`src/rtl/fifo_pkg.sv`:
```
// Shared definitions for the syn_fifo read-side streaming blocks.
// Holds the default word width, a beat record for benches and a framing sanity helper.
package fifo_pkg;

    localparam int FIFO_DATA_WIDTH = 8;

    typedef struct packed {
        logic [FIFO_DATA_WIDTH-1:0] data;
        logic                       last;
    } rd_beat_t;

    // True when a packet length can be framed by a counter of cnt_width bits.
    function automatic bit pkt_len_fits(input longint pkt_len, input int cnt_width);
        return (pkt_len >= 64'sd1) && (pkt_len <= (64'sd1 << cnt_width));
    endfunction

endpackage

```
`src/rtl/stream_buf2.sv`:
```
// Two-entry register buffer with push/pop and occupancy count.
// The head entry is always visible on o_data; a simultaneous push and pop keeps the count.
module stream_buf2
    import fifo_pkg::*;
#(
    parameter int W = FIFO_DATA_WIDTH
) (
    input  logic         clk,
    input  logic         rst,
    input  logic         i_push,
    input  logic [W-1:0] i_data,
    input  logic         i_pop,
    output logic [W-1:0] o_data,
    output logic [1:0]   o_count
);

    logic [W-1:0] r_mem [2];
    logic         r_wr_ptr;
    logic         r_rd_ptr;
    logic [1:0]   r_count;

    logic w_push;
    logic w_pop;

    // Requests that cannot be honoured are dropped so the pointers never desynchronise.
    assign w_pop  = i_pop & (r_count != 2'd0);
    assign w_push = i_push & ((r_count != 2'd2) | w_pop);

    // NOTE: the two storage words are reset as well, because the head is a visible
    // output that must read zero out of reset; this is flop storage, not a RAM macro.
    always_ff @(posedge clk or posedge rst) begin
        if (rst) begin
            r_mem[0] <= '0;
            r_mem[1] <= '0;
            r_wr_ptr <= 1'b0;
            r_rd_ptr <= 1'b0;
            r_count  <= 2'd0;
        end else begin
            if (w_push) begin
                r_mem[r_wr_ptr] <= i_data;
                r_wr_ptr        <= ~r_wr_ptr;
            end
            if (w_pop) begin
                r_rd_ptr <= ~r_rd_ptr;
            end
            case ({w_push, w_pop})
                2'b10:   r_count <= r_count + 2'd1;
                2'b01:   r_count <= r_count - 2'd1;
                default: r_count <= r_count;
            endcase
        end
    end

    assign o_data  = r_mem[r_rd_ptr];
    assign o_count = r_count;

endmodule

```
`src/rtl/fifo_rd_stream.sv`:
```
// Drains syn_fifo through its rd_cs/rd_en pop port into a valid/ready stream,
// using credit-based pop issue into a 2-entry buffer and fixed-length packet framing.
module fifo_rd_stream
    import fifo_pkg::*;
#(
    parameter int DATA_WIDTH = FIFO_DATA_WIDTH,
    parameter int PKT_LEN    = 16,
    parameter int CNT_WIDTH  = 8
) (
    input  logic                  clk,
    input  logic                  rst,
    input  logic                  en,
    input  logic                  fifo_empty,
    input  logic [DATA_WIDTH-1:0] fifo_data,
    output logic                  fifo_rd_cs,
    output logic                  fifo_rd_en,
    output logic                  m_valid,
    input  logic                  m_ready,
    output logic [DATA_WIDTH-1:0] m_data,
    output logic                  m_last,
    output logic [CNT_WIDTH-1:0]  beat_idx,
    output logic                  idle
);

    if (!pkt_len_fits(64'(PKT_LEN), CNT_WIDTH)) begin : g_pkt_len_check
        $error("fifo_rd_stream: PKT_LEN must lie in 1..2**CNT_WIDTH");
    end

    localparam logic [CNT_WIDTH-1:0] LAST_IDX = CNT_WIDTH'(PKT_LEN - 1);

    logic [1:0]           w_count;
    logic                 w_pop_out;
    logic [2:0]           w_occupancy;
    logic                 w_issue;
    logic                 r_inflight;
    logic [CNT_WIDTH-1:0] r_beat_idx;

    assign m_valid   = (w_count != 2'd0);
    assign w_pop_out = m_valid & m_ready;

    // Slots already promised: buffered words plus the word still coming back from the
    // FIFO, minus the one leaving this cycle. A pop is only issued while a slot is free.
    assign w_occupancy = {1'b0, w_count} + {2'b00, r_inflight} - {2'b00, w_pop_out};
    assign w_issue     = ~rst & en & ~fifo_empty & (w_occupancy < 3'd2);

    assign fifo_rd_en = w_issue;
    assign fifo_rd_cs = w_issue;

    // NOTE: sequential state uses non-blocking assignments so every flop samples the
    // pre-edge values of its neighbours, independent of block evaluation order.
    always_ff @(posedge clk or posedge rst) begin
        if (rst) begin
            r_inflight <= 1'b0;
        end else begin
            r_inflight <= w_issue;
        end
    end

    always_ff @(posedge clk or posedge rst) begin
        if (rst) begin
            r_beat_idx <= '0;
        end else if (w_pop_out) begin
            r_beat_idx <= (r_beat_idx == LAST_IDX) ? '0 : r_beat_idx + CNT_WIDTH'(1);
        end
    end

    // The FIFO's registered data_out is valid the cycle after the pop, so it is
    // captured whenever the previous cycle issued one.
    stream_buf2 #(
        .W (DATA_WIDTH)
    ) u_buf (
        .clk     (clk),
        .rst     (rst),
        .i_push  (r_inflight),
        .i_data  (fifo_data),
        .i_pop   (w_pop_out),
        .o_data  (m_data),
        .o_count (w_count)
    );

    assign m_last   = m_valid & (r_beat_idx == LAST_IDX);
    assign beat_idx = r_beat_idx;
    assign idle     = (w_count == 2'd0) & ~r_inflight & (rst | ~en | fifo_empty);

endmodule

```
`config.mk`:
```
export PLATFORM = sky130hd
export DESIGN_NAME = fifo_rd_stream
export DESIGN_NICKNAME = d
export VERILOG_FILES = /design/src/rtl/fifo_pkg.sv /design/src/rtl/stream_buf2.sv /design/src/rtl/fifo_rd_stream.sv
export SDC_FILE = /design/constraint.sdc
export NUM_CORES = 1
export LEC_CHECK = 0
export ABC_AREA = 1
export BUFFER_PORTS_ARGS = -buffer_cell sky130_fd_sc_hd__buf_2
export CAP_MARGIN = 20
export CORE_MARGIN = 2
export CORE_UTILIZATION = 55
export CTS_CLUSTER_SIZE = 28
export DETAILED_ROUTE_END_ITERATION = 16
export GPL_TIMING_DRIVEN = 0
export PLACE_DENSITY = 0.8
export SLEW_MARGIN = 20
export SYNTH_ARGS = -nofsm -noshare
export SYNTH_HDL_FRONTEND = slang
export SYNTH_SLANG_ARGS = --single-unit
```
`constraint.sdc`:
```
create_clock -name clk -period 4.8 [get_ports clk]
set_clock_uncertainty 0.1 [all_clocks]
set_input_delay 0.48 -clock clk [delete_from_list [all_inputs] [get_ports clk]]
set_output_delay 0.48 -clock clk [all_outputs]
set_load 0.01 [all_outputs]
```
==> flow_summary.toml, run 1 <==
[run_status]
outcome = "complete, no violations"

[critical_path]
crit_required_ns = 4.22
critical_path.reg2reg.startpoint = "u_buf.o_count[1]"
setup.reg_to_reg.worst_slack_ns = 2.37
worstSetupStartpointType = "flop"
worst_r2r_endpoint = "r_inflight"
worst-path-max-fanout = 11
timing.critical_path.arrival_ns = 2.82
worst_r2r_path_depth = 9
criticalPathCategory = "flop to primary output"
cp-end-kind = "primary output"

[sta]
finish_stage_setup_viols = 0
relSlewSlack_pct = 59.6
fmax_mhz = 294
final_max_slew_viol_count = 0
period_minus_slack_ns = 3.40
setup-tns-final_ns = 0
final_min_period_over_clock_period_pct = 70.9
tightest_slew_ns = 0.605
timing_hold_violations_final = 0
rsz0062_at_grt = "no"

[drt]
routed-via-count = 1274
drt_first_pass_iters = 4
final_antenna_net_count = 0
drt_iter0_markers = 53
route.detailed.vias_per_inst = 5.10
highest_layer = "met4"
detail_route.wirelength.met1_um = 1260
met3RoutedLength_um = 171
post_drt_wl_per_cell_um = 12.4
met2_length_um = 1610
drcViolationCount = 0
totalWireLength_um = 3090

[cells_and_area]
drive_gt1_share_pct = 32.0
sequential_cell_area_um2 = 726
nNetsFinal = 235
final_cell_mix = "sky130_fd_sc_hd__nand2_1, sky130_fd_sc_hd__buf_2, sky130_fd_sc_hd__dfrtp_1"
multiInputGateArea_um2 = 708
insertedDiodeCount = 0
final_common_cell = "sky130_fd_sc_hd__nand2_1"
synthToLayoutAreaGrowth_pct = 17.8
n_fill_cell = 255
design_area_um2 = 1820

[floorplan]
die_area_um2 = 3240
row_count = 19
die_width_um = 57.0
floorplan.core_area_um2 = 2710
count_of_pins_on_the_block_boundary = 34
die_h_um = 57.0
effective_utilization_at_floorplan_pct = 56.9

[grt]
grt_start_max_net_pins = 31
grt_pass1_wl_um = 5370
globalRouteTotalUtil_pct = 21.6
antenna_violations_before_repair = 0
grt_total_ovfl = 0
grt_pass1_vias = 1311

[synthesis]
synth_simple_gate_area_share_pct = 32.0
synth-warning-count = 0
yosys-top-cells-area = "sky130_fd_sc_hd__dfrtp_1, sky130_fd_sc_hd__nand2_1, sky130_fd_sc_hd__mux2_2"
number_of_nets_produced_by_synthesis = 195
postSynthCellCount = 178
mappedNetlistArea_um2 = 1540
synth.distinct_cells = 29
syn-mean-instance-area_um2 = 8.67
synth.mux.area_fraction_pct = 5.84
compound_gate_fraction_of_synth_area_pct = 2.03
synthAdderAreaFrac_pct = 3.73
post-synth-top-area-fraction_pct = 47.0
synth_sequential_area_ratio_pct = 47.0
postSynthRegisterBits = 29
post-synth-top-area-cell = "sky130_fd_sc_hd__dfrtp_1"
synth_top_family_by_area = "simple AND/OR/NAND/NOR gates"
synth_xor_xnor_area_share_pct = 2.27

[clock_network]
numCtsBuffers = 5
ctsRootBufferMaster = "sky130_fd_sc_hd__clkbuf_4"
tritoncts_clock_tree = "done"
cts.htree.levels = 2
clock_sinks = 29
worst_skew_pair.late_latency_ns = 0.33
clock_path_buffers = 2
cts.reportedPaths.clkPinSlew_ns = 0.09
cts_hold_buffers = 0
post_cts_buffers = 0
post_cts_resized = 0

[placed_design]
post-dp-hpwl_um = 2270
placed_cell_area_um2 = 1750
port_buffers = 33
gpl.final_weighted_congestion = 0.851

[power_and_ir_drop]
cellLeakagePower_nw = 1.03
post-layout-total-power_mw = 1.14
ir_worst_vdd_v = 0.000441
p_per_area_nw_per_um2 = 626

[hold_path]
timing.hold.worst.class = "input pin to async pin"

[run]
maximum_capacitance_violations = 0
-- cell type report --
| type | instances | area share (%) |
|---|---|---|
| inverters | 21 | 4.48 |
| multi-input cells | 125 | 39.0 |
| well taps | 31 | 2.13 |
| plain buffers | 3 | 1.52 |
| clock buffers | 7 | 3.58 |
| clock inverters | 1 | 0.275 |
| repair buffers | 33 | 9.09 |
| flip-flops and latches | 29 | 39.9 |
-- cells in the mapped netlist --
| master | count |
|---|---|
| sky130_fd_sc_hd__inv_1 | 18 |
| sky130_fd_sc_hd__nand3_1 | 5 |
| sky130_fd_sc_hd__nand4_1 | 4 |
| sky130_fd_sc_hd__buf_2 | 1 |
| sky130_fd_sc_hd__xor2_1 | 1 |
| sky130_fd_sc_hd__mux2_2 | 8 |
| sky130_fd_sc_hd__o21ai_1 | 1 |
| sky130_fd_sc_hd__or2_2 | 1 |
| sky130_fd_sc_hd__fa_1 | 1 |
| sky130_fd_sc_hd__nand2_1 | 73 |
| sky130_fd_sc_hd__a211oi_1 | 1 |
| sky130_fd_sc_hd__a21oi_2 | 1 |
| sky130_fd_sc_hd__nand3b_1 | 1 |
| sky130_fd_sc_hd__o21ai_0 | 1 |
| sky130_fd_sc_hd__inv_2 | 2 |
| sky130_fd_sc_hd__nor2_4 | 3 |
| sky130_fd_sc_hd__nor2_2 | 2 |
| sky130_fd_sc_hd__xnor2_1 | 3 |
| sky130_fd_sc_hd__ha_1 | 3 |
| sky130_fd_sc_hd__buf_8 | 1 |
| sky130_fd_sc_hd__inv_4 | 1 |
| sky130_fd_sc_hd__nor2_8 | 1 |
| sky130_fd_sc_hd__nand3_2 | 2 |
| sky130_fd_sc_hd__a21oi_1 | 1 |
| sky130_fd_sc_hd__buf_4 | 1 |
| sky130_fd_sc_hd__nor2_1 | 8 |
| sky130_fd_sc_hd__dfrtp_1 | 29 |
| sky130_fd_sc_hd__nand2_2 | 1 |
| sky130_fd_sc_hd__nand2_4 | 3 |
-- sequential cells by signal, summed over array words and instances, names as in the netlist --
register / flops
u_buf.r_mem: 16
beat_idx: 8
u_buf.o_count: 2
r_inflight: 1
u_buf.r_rd_ptr: 1
u_buf.r_wr_ptr: 1
-- how the worst max path moves through the flow --
| stage | end | startpoint |
|---|---|---|
| 5_1_grt | fifo_rd_en | u_buf.o_count[1] |
| 6_report | fifo_rd_en | u_buf.o_count[1] |
| 3_3_place_gp | fifo_rd_en | m_ready |
| 4_1_cts | fifo_rd_en | u_buf.o_count[1] |
| 2_1_floorplan | fifo_rd_en | u_buf.o_count[1] |
| 3_5_place_dp | fifo_rd_en | m_ready |
-- critical path, cell delays in order (launching register included) --
cell	delay [ns]
sky130_fd_sc_hd__dfrtp_1	0.49
sky130_fd_sc_hd__nor2_4	0.24
sky130_fd_sc_hd__nor2_8	0.07
sky130_fd_sc_hd__buf_8	0.15
sky130_fd_sc_hd__ha_1	0.27
sky130_fd_sc_hd__inv_1	0.05
sky130_fd_sc_hd__nand2_1	0.06
sky130_fd_sc_hd__fa_1	0.48
sky130_fd_sc_hd__o21ai_0	0.07
sky130_fd_sc_hd__a211oi_1	0.32
sky130_fd_sc_hd__buf_4	0.17
sky130_fd_sc_hd__buf_2	0.12
-- kinds of logic (layout without fill, tap and decap cells) --
logic type / count (synthesis) / count (layout)
AOI/OAI and AO/OA: 5 / 5
adders and majority gates: 4 / 4
and+or+nand+nor: 104 / 104
muxes: 8 / 8
xor gates and xnor gates: 4 / 4
DFF: 29 / 29
buffers and inverters: 24 / 65
-- metrics by stage --
stage / util (%) / cells / setup slack [ns] / hold slack, ns
2_1_floorplan: - / 178 / 1.85 / 0.336
3_3_place_gp: 64.5 / 242 / 1.78 / 0.348
3_5_place_dp: 64.5 / 242 / 1.71 / 0.358
4_1_cts: 67.0 / 250 / 1.38 / 0.247
5_1_grt: 67.0 / 250 / 1.14 / 0.156
6_report: 67.0 / 250 / 1.40 / 0.106
-- power breakdown --
group | switching, mW | internal (mW) | total, mW
Sequential | 0.0995 | 0.356 | 0.455
Combinational | 0.285 | 0.226 | 0.511
Clock | 0.0866 | 0.0848 | 0.171
Total | 0.471 | 0.667 | 1.14
-- metal layers --
metal	GRT usage [%]	vias to the layer above
li1	-	631
met1	22.6	609
met2	40.2	29
met3	7.48	5
met4	6.98	0
met5	0	-
Note: power is estimated with default switching activity, not from simulation.
==> run 2: changes to the inputs <==
Settings changed: ABC_AREA 1 to 0, CORE_UTILIZATION 55 to 47, PLACE_DENSITY 0.8 to 0.73.
Clock period 4.8 ns to 2.81 ns, I/O delays scaled along.
==> flow_summary.toml, run 2 <==
[sta]
fmax_mhz = 366
timing_hold_violations_final = 0
tightest_slew_ns = 0.597
final_max_slew_viol_count = 0
hold-worst-slack_ns = 0.0976
period_minus_slack_ns = 2.73
finish_stage_setup_viols = 0
final_min_period_over_clock_period_pct = 97.2
relSlewSlack_pct = 60.1

[drt]
final_antenna_net_count = 0
post_drt_wl_per_cell_um = 14.8
route.detailed.vias_per_inst = 5.35
drcViolationCount = 4
drt_iter0_markers = 16
routed-via-count = 1005
totalWireLength_um = 2780
drt_first_pass_iters = 10

[synthesis]
synthAdderAreaFrac_pct = 4.05
synth.mux.area_fraction_pct = 19.0
synth.distinct_cells = 32
postSynthCellCount = 109
synth_sequential_area_ratio_pct = 51.1
synth-edff-count = 0
mappedNetlistArea_um2 = 1420
post-synth-top-area-fraction_pct = 51.1
synth-warning-count = 0
synth_simple_gate_area_share_pct = 11.4
synthFlopType = "sky130_fd_sc_hd__dfrtp_1"
async_reset_ff_share_pct = 100
synth_xor_xnor_area_share_pct = 6.16
compound_gate_fraction_of_synth_area_pct = 5.37
synth_top_family_by_area = "multiplexers"
post-synth-top-area-cell = "sky130_fd_sc_hd__dfrtp_1"
post-synth-top-count-cell = "sky130_fd_sc_hd__dfrtp_1"
syn-mean-instance-area_um2 = 13.0
postSynthRegisterBits = 29
number_of_nets_produced_by_synthesis = 126
yosys-top-cells-area = "sky130_fd_sc_hd__dfrtp_1, sky130_fd_sc_hd__mux2_2, sky130_fd_sc_hd__xnor2_1"
synthTopCellsByCount = "sky130_fd_sc_hd__dfrtp_1, sky130_fd_sc_hd__mux2_2, sky130_fd_sc_hd__xnor2_1, sky130_fd_sc_hd__nand2_1, sky130_fd_sc_hd__o21ai_0"

[cells_and_area]
final_cell_count_no_fill = 188
final_core_utilization_pct = 64.2
final_common_cell = "sky130_fd_sc_hd__buf_2"
insertedDiodeCount = 0
synthToLayoutAreaGrowth_pct = 26.7
design_area_um2 = 1800
final_cell_mix = "sky130_fd_sc_hd__buf_2, sky130_fd_sc_hd__dfrtp_1, sky130_fd_sc_hd__mux2_2"
n_fill_cell = 217
drive_gt1_share_pct = 52.9
largest_register_ffs = 16
nNetsFinal = 174
register_containing_the_most_flip_flops_in_the_final_layout = "u_buf.r_mem"

[critical_path]
worstSetupStartpointType = "flop"
cp-end-kind = "primary output"
cp_num_buf_inv = 4
worst-path-max-fanout = 6
critical_path.reg2reg.startpoint = "u_buf.o_count[1]"
critical_path.top_delay_family = "adder cells"
critPathMaxStageDelay_ns = 0.53
criticalPathCategory = "flop to primary output"
crit_required_ns = 2.43
timing.critical_path.arrival_ns = 2.35
critPathLaunch = "u_buf.o_count[1]"
critPathSlowestCell = "sky130_fd_sc_hd__fa_2"
critical_path.cell_chain = "buf_6, o21ai_4, inv_2, ha_4, nand2b_4, fa_2, and3_4, buf_4, buf_2"

[floorplan]
floorplan.core_area_um2 = 2810
die_area_um2 = 3480
count_of_pins_on_the_block_boundary = 34
effective_utilization_at_floorplan_pct = 50.7
row_count = 19
die_h_um = 59.0
die_width_um = 59.0

[clock_network]
tritoncts_clock_tree = "done"
cts.reportedPaths.clkPinSlew_ns = 0.09
cts.htree.levels = 2
ctsRootBufferMaster = "sky130_fd_sc_hd__clkbuf_4"
worst_skew_pair.late_latency_ns = 0.32
clock_sinks = 29
clock_path_buffers = 2
numCtsBuffers = 5

[grt]
antenna_violations_before_repair = 0
grt_start_max_net_pins = 30
grt_total_ovfl = 0
grt_pass1_vias = 993
globalRouteTotalUtil_pct = 17.9
grt_pass1_wl_um = 4540

[power_and_ir_drop]
cellLeakagePower_nw = 0.880
switchingPower_uw = 632
ir_worst_vdd_v = 0.000582
pwr-share-seq_pct = 37.3
netSwitchingFraction_pct = 34.8
p_clk_share_pct = 14.0
cell_internal_pwr_mw = 1.18
post-layout-total-power_mw = 1.81
p_per_area_nw_per_um2 = 1010
combPwrFrac_pct = 48.7

[run_status]
outcome = "finished, violations left"
failed_checks = "DRC"

[run]
maximum_capacitance_violations = 0

[hold_path]
timing.hold.worst.class = "input pin to flop"
worstHoldStart = "fifo_data[0]"

[placed_design]
placed_cell_area_um2 = 1630
gpl.final_weighted_congestion = 0.807
placedCellCount = 173
port_buffers = 33
post-dp-hpwl_um = 1860
==> run 2: cell count changes in the layout (fill, tap and decap cells not counted), moves of 4 or more <==
cell	before	now
sky130_fd_sc_hd__inv_1	17	1
sky130_fd_sc_hd__nand2_1	73	5
sky130_fd_sc_hd__o21ai_0	1	5
sky130_fd_sc_hd__mux2_2	8	23
sky130_fd_sc_hd__nor2_1	8	1
sky130_fd_sc_hd__buf_4	1	7
sky130_fd_sc_hd__xnor2_1	3	9
==> run 2: worst paths after layout <==
kind	to	slack, ns	cells past startpoint
min in group asynchronous	beat_idx[3]	0.48	3
worst max-delay path	fifo_rd_en	0.08	9
worst max register to register	r_inflight	0.84	7
worst min register to register	beat_idx[7]	0.40	1
max in group asynchronous	u_buf.r_mem[10]	1.73	3
worst min-delay path	u_buf.r_mem[0]	0.1	2
==> run 2: routing by layer <==
metal	part of all wire, %	global-route usage (%)	vias up
li1	-	-	482
met1	45	21.2	490
met2	47	29.4	28
met3	6.0	6.77	5
met4	1.7	6.82	0
met5	0	0	-
==> run 2: cells by family after synthesis <==
| group | after synthesis |
|---|---|
| flip-flops | 29 |
| multiplexers | 24 |
| AND/OR/NAND/NOR | 23 |
| AO/OA/AOI/OAI | 11 |
| XOR/XNOR | 10 |
| buffers and inverters | 8 |
| adder cells (fa/ha/maj) | 4 |
==> run 2: final cells by class <==
class | count | area, µm² | share of cell area, %
clock buffers | 7 | 55.1 | 3.06
multi-input cells | 72 | 688 | 38.2
plain buffers | 4 | 33.8 | 1.88
inverters | 4 | 18.8 | 1.04
well taps | 31 | 38.8 | 2.15
repair buffers | 41 | 240 | 13.3
flip-flops and latches | 29 | 726 | 40.3
==> run 2: what timing repair did <==
action | CTS | global route
hold endpoints to repair | 0 | 29
pin swaps | 1 | 0
gates resized for setup | 6 | 3
setup endpoints to repair | 2 | 2
setup buffers | 2 | 5
hold buffers | 0 | 1
==> run 2: worst reg2reg max path, delay by kind of cell (launching register included) <==
kind,cells,cell delay (ns)
AOI/OAI and AO/OA,1,0.13
DFF,1,0.40
buffers and inverters,2,0.22
adders and majority gates,2,0.74
and+or+nand+nor,2,0.31
==> run 2: through the flow <==
step	TNS, ns	setup WS, ns
floorplan	0	0.254
global placement	0	0.0292
detailed placement	0	0.00565
CTS	0	0.00119
global route	-0.0271	-0.0271
finish	0	0.0788
==> run 2: power by group through the flow <==
stage | Combinational [mW] | Clock (mW) | Sequential [mW]
2_1_floorplan | 0.524 | 0 | 0.671
3_3_place_gp | 0.707 | 0 | 0.669
3_5_place_dp | 0.727 | 0 | 0.685
4_1_cts | 0.781 | 0.264 | 0.675
5_1_grt | 0.973 | 0.290 | 0.698
6_report | 0.884 | 0.254 | 0.677
==> run 3: changes to the inputs <==
Settings changed: CORE_UTILIZATION 47 to 52, PLACE_DENSITY 0.73 to 0.77.
Clock period 2.81 ns to 2.95 ns, I/O delays scaled along.
==> flow_summary.toml, run 3 (synthesis gave the netlist of run 2 again) <==
[run_status]
outcome = "complete, no violations"

[clock_network]
cts.htree.levels = 2
cts.reportedPaths.clkPinSlew_ns = 0.09
worst_skew_pair.late_latency_ns = 0.33
clock_path_buffers = 2
numCtsBuffers = 5
tritoncts_clock_tree = "done"
ctsRootBufferMaster = "sky130_fd_sc_hd__clkbuf_4"
clock_sinks = 29

[floorplan]
die_area_um2 = 3170
floorplan.core_area_um2 = 2540
count_of_pins_on_the_block_boundary = 34
die_h_um = 56.3
effective_utilization_at_floorplan_pct = 55.9
row_count = 18
die_width_um = 56.3

[power_and_ir_drop]
ir_worst_vdd_v = 0.000631
cellLeakagePower_nw = 0.864
post-layout-total-power_mw = 1.71
p_per_area_nw_per_um2 = 976

[sta]
final_max_slew_viol_count = 0
hold-worst-slack_ns = 0.108
relSlewSlack_pct = 59.6
tightest_slew_ns = 0.605
fmax_mhz = 352
finish_stage_setup_viols = 0
period_minus_slack_ns = 2.84
setup-tns-final_ns = 0
timing_hold_violations_final = 0
final_min_period_over_clock_period_pct = 96.4
rsz0062_at_grt = "no"

[grt]
grt_total_ovfl = 0
grt_pass1_wl_um = 4600
gr-usage-met2_pct = 31.8
gr-usage-met1_pct = 22.5
busiest_layer_in_global_routing = "met2"
global_route.usage.met3_pct = 6.68
globalRouteTotalUtil_pct = 19.0
grt_start_max_net_pins = 30
grt_pass1_vias = 1017
antenna_violations_before_repair = 0

[critical_path]
timing.critical_path.arrival_ns = 2.45
worstSetupStartpointType = "flop"
setup.reg_to_reg.worst_slack_ns = 0.88
worst_r2r_path_depth = 7
critical_path.cell_chain = "buf_4, o21ai_4, inv_2, ha_1, nand2b_1, fa_2, and3_4, buf_4, buf_2"
critPathLaunch = "u_buf.o_count[0]"
critical_path.top_delay_family = "adder cells"
crit_top_cell = "sky130_fd_sc_hd__buf_4"
worst-path-max-fanout = 7
crit_required_ns = 2.56
critPathMaxStageDelay_ns = 0.53
critPathSlowestCell = "sky130_fd_sc_hd__fa_2"
critical_path.reg2reg.startpoint = "u_buf.o_count[0]"
cp-end-kind = "primary output"
criticalPathCategory = "flop to primary output"
worst_r2r_endpoint = "r_inflight"
cp_num_buf_inv = 4

[drt]
post_drt_wl_per_cell_um = 14.9
route.detailed.vias_per_inst = 5.19
drt_first_pass_iters = 4
final_antenna_net_count = 0
drt_iter0_markers = 8
routed-via-count = 949
totalWireLength_um = 2720
drcViolationCount = 0

[cells_and_area]
final_cell_mix = "sky130_fd_sc_hd__buf_2, sky130_fd_sc_hd__dfrtp_1, sky130_fd_sc_hd__mux2_2"
drive_gt1_share_pct = 49.7
final_common_cell = "sky130_fd_sc_hd__buf_2"
synthToLayoutAreaGrowth_pct = 23.2
final_core_utilization_pct = 68.8
register_containing_the_most_flip_flops_in_the_final_layout = "u_buf.r_mem"
multiInputGateArea_um2 = 668
insertedDiodeCount = 0
nNetsFinal = 169
largest_register_ffs = 16
n_fill_cell = 186
sequential_cell_area_um2 = 726

[hold_path]
timing.hold.worst.class = "input pin to flop"
hold_path_depth = 2
min_to = "u_buf.r_mem[1]"
worstHoldStart = "fifo_data[1]"

[placed_design]
port_buffers = 33
post-dp-hpwl_um = 1930
gpl.final_weighted_congestion = 0.766

[run]
maximum_capacitance_violations = 0
run 3: timing repair:
item | in CTS | in global routing
pin swaps | 1 | 0
hold buffers | 0 | 1
hold endpoints to repair | 0 | 29
setup buffers | 2 | 0
setup endpoints to repair | 2 | 2
gates resized for setup | 2 | 3
run 3: metal layers:
metal | vias to the layer above | part of all wire [%]
met2 | 25 | 47
met5 | - | 0
li1 | 472 | -
met1 | 446 | 46
met3 | 6 | 5.4
met4 | 0 | 1.6
run 3: worst max-delay path by stage:
stage                       to  cells after the start
global route        fifo_rd_en                      9
finish              fifo_rd_en                      9
floorplan           fifo_rd_en                      9
CTS                 fifo_rd_en                     10
detailed placement  fifo_rd_en                     10
global placement    fifo_rd_en                     10
run 3: stage by stage:
stage | instance area [µm²] | setup slack [ns] | cells
after detailed placement | 1620 | 0.138 | 172
after global routing | 1750 | 0.00549 | 183
after global placement | 1620 | 0.189 | 172
after CTS | 1730 | 0.0114 | 182
final | 1750 | 0.108 | 183
after floorplan | 1420 | 0.380 | 109
run 3: area by class of cell:
type | count | share of cell area, %
Inverter | 4 | 0.857
Sequential cell | 29 | 41.4
Clock buffer | 7 | 3.14
Timing Repair Buffer | 36 | 10.9
Clock inverter | 1 | 1.71
Buffer | 4 | 1.71
Multi-Input combinational cell | 72 | 38.1
Tap cell | 30 | 2.14
run 3: where the power goes:
group          switching, mW  internal [mW]  total, mW
clock network          0.137          0.202      0.339
logic                  0.337          0.390      0.727
registers             0.0996          0.545      0.644
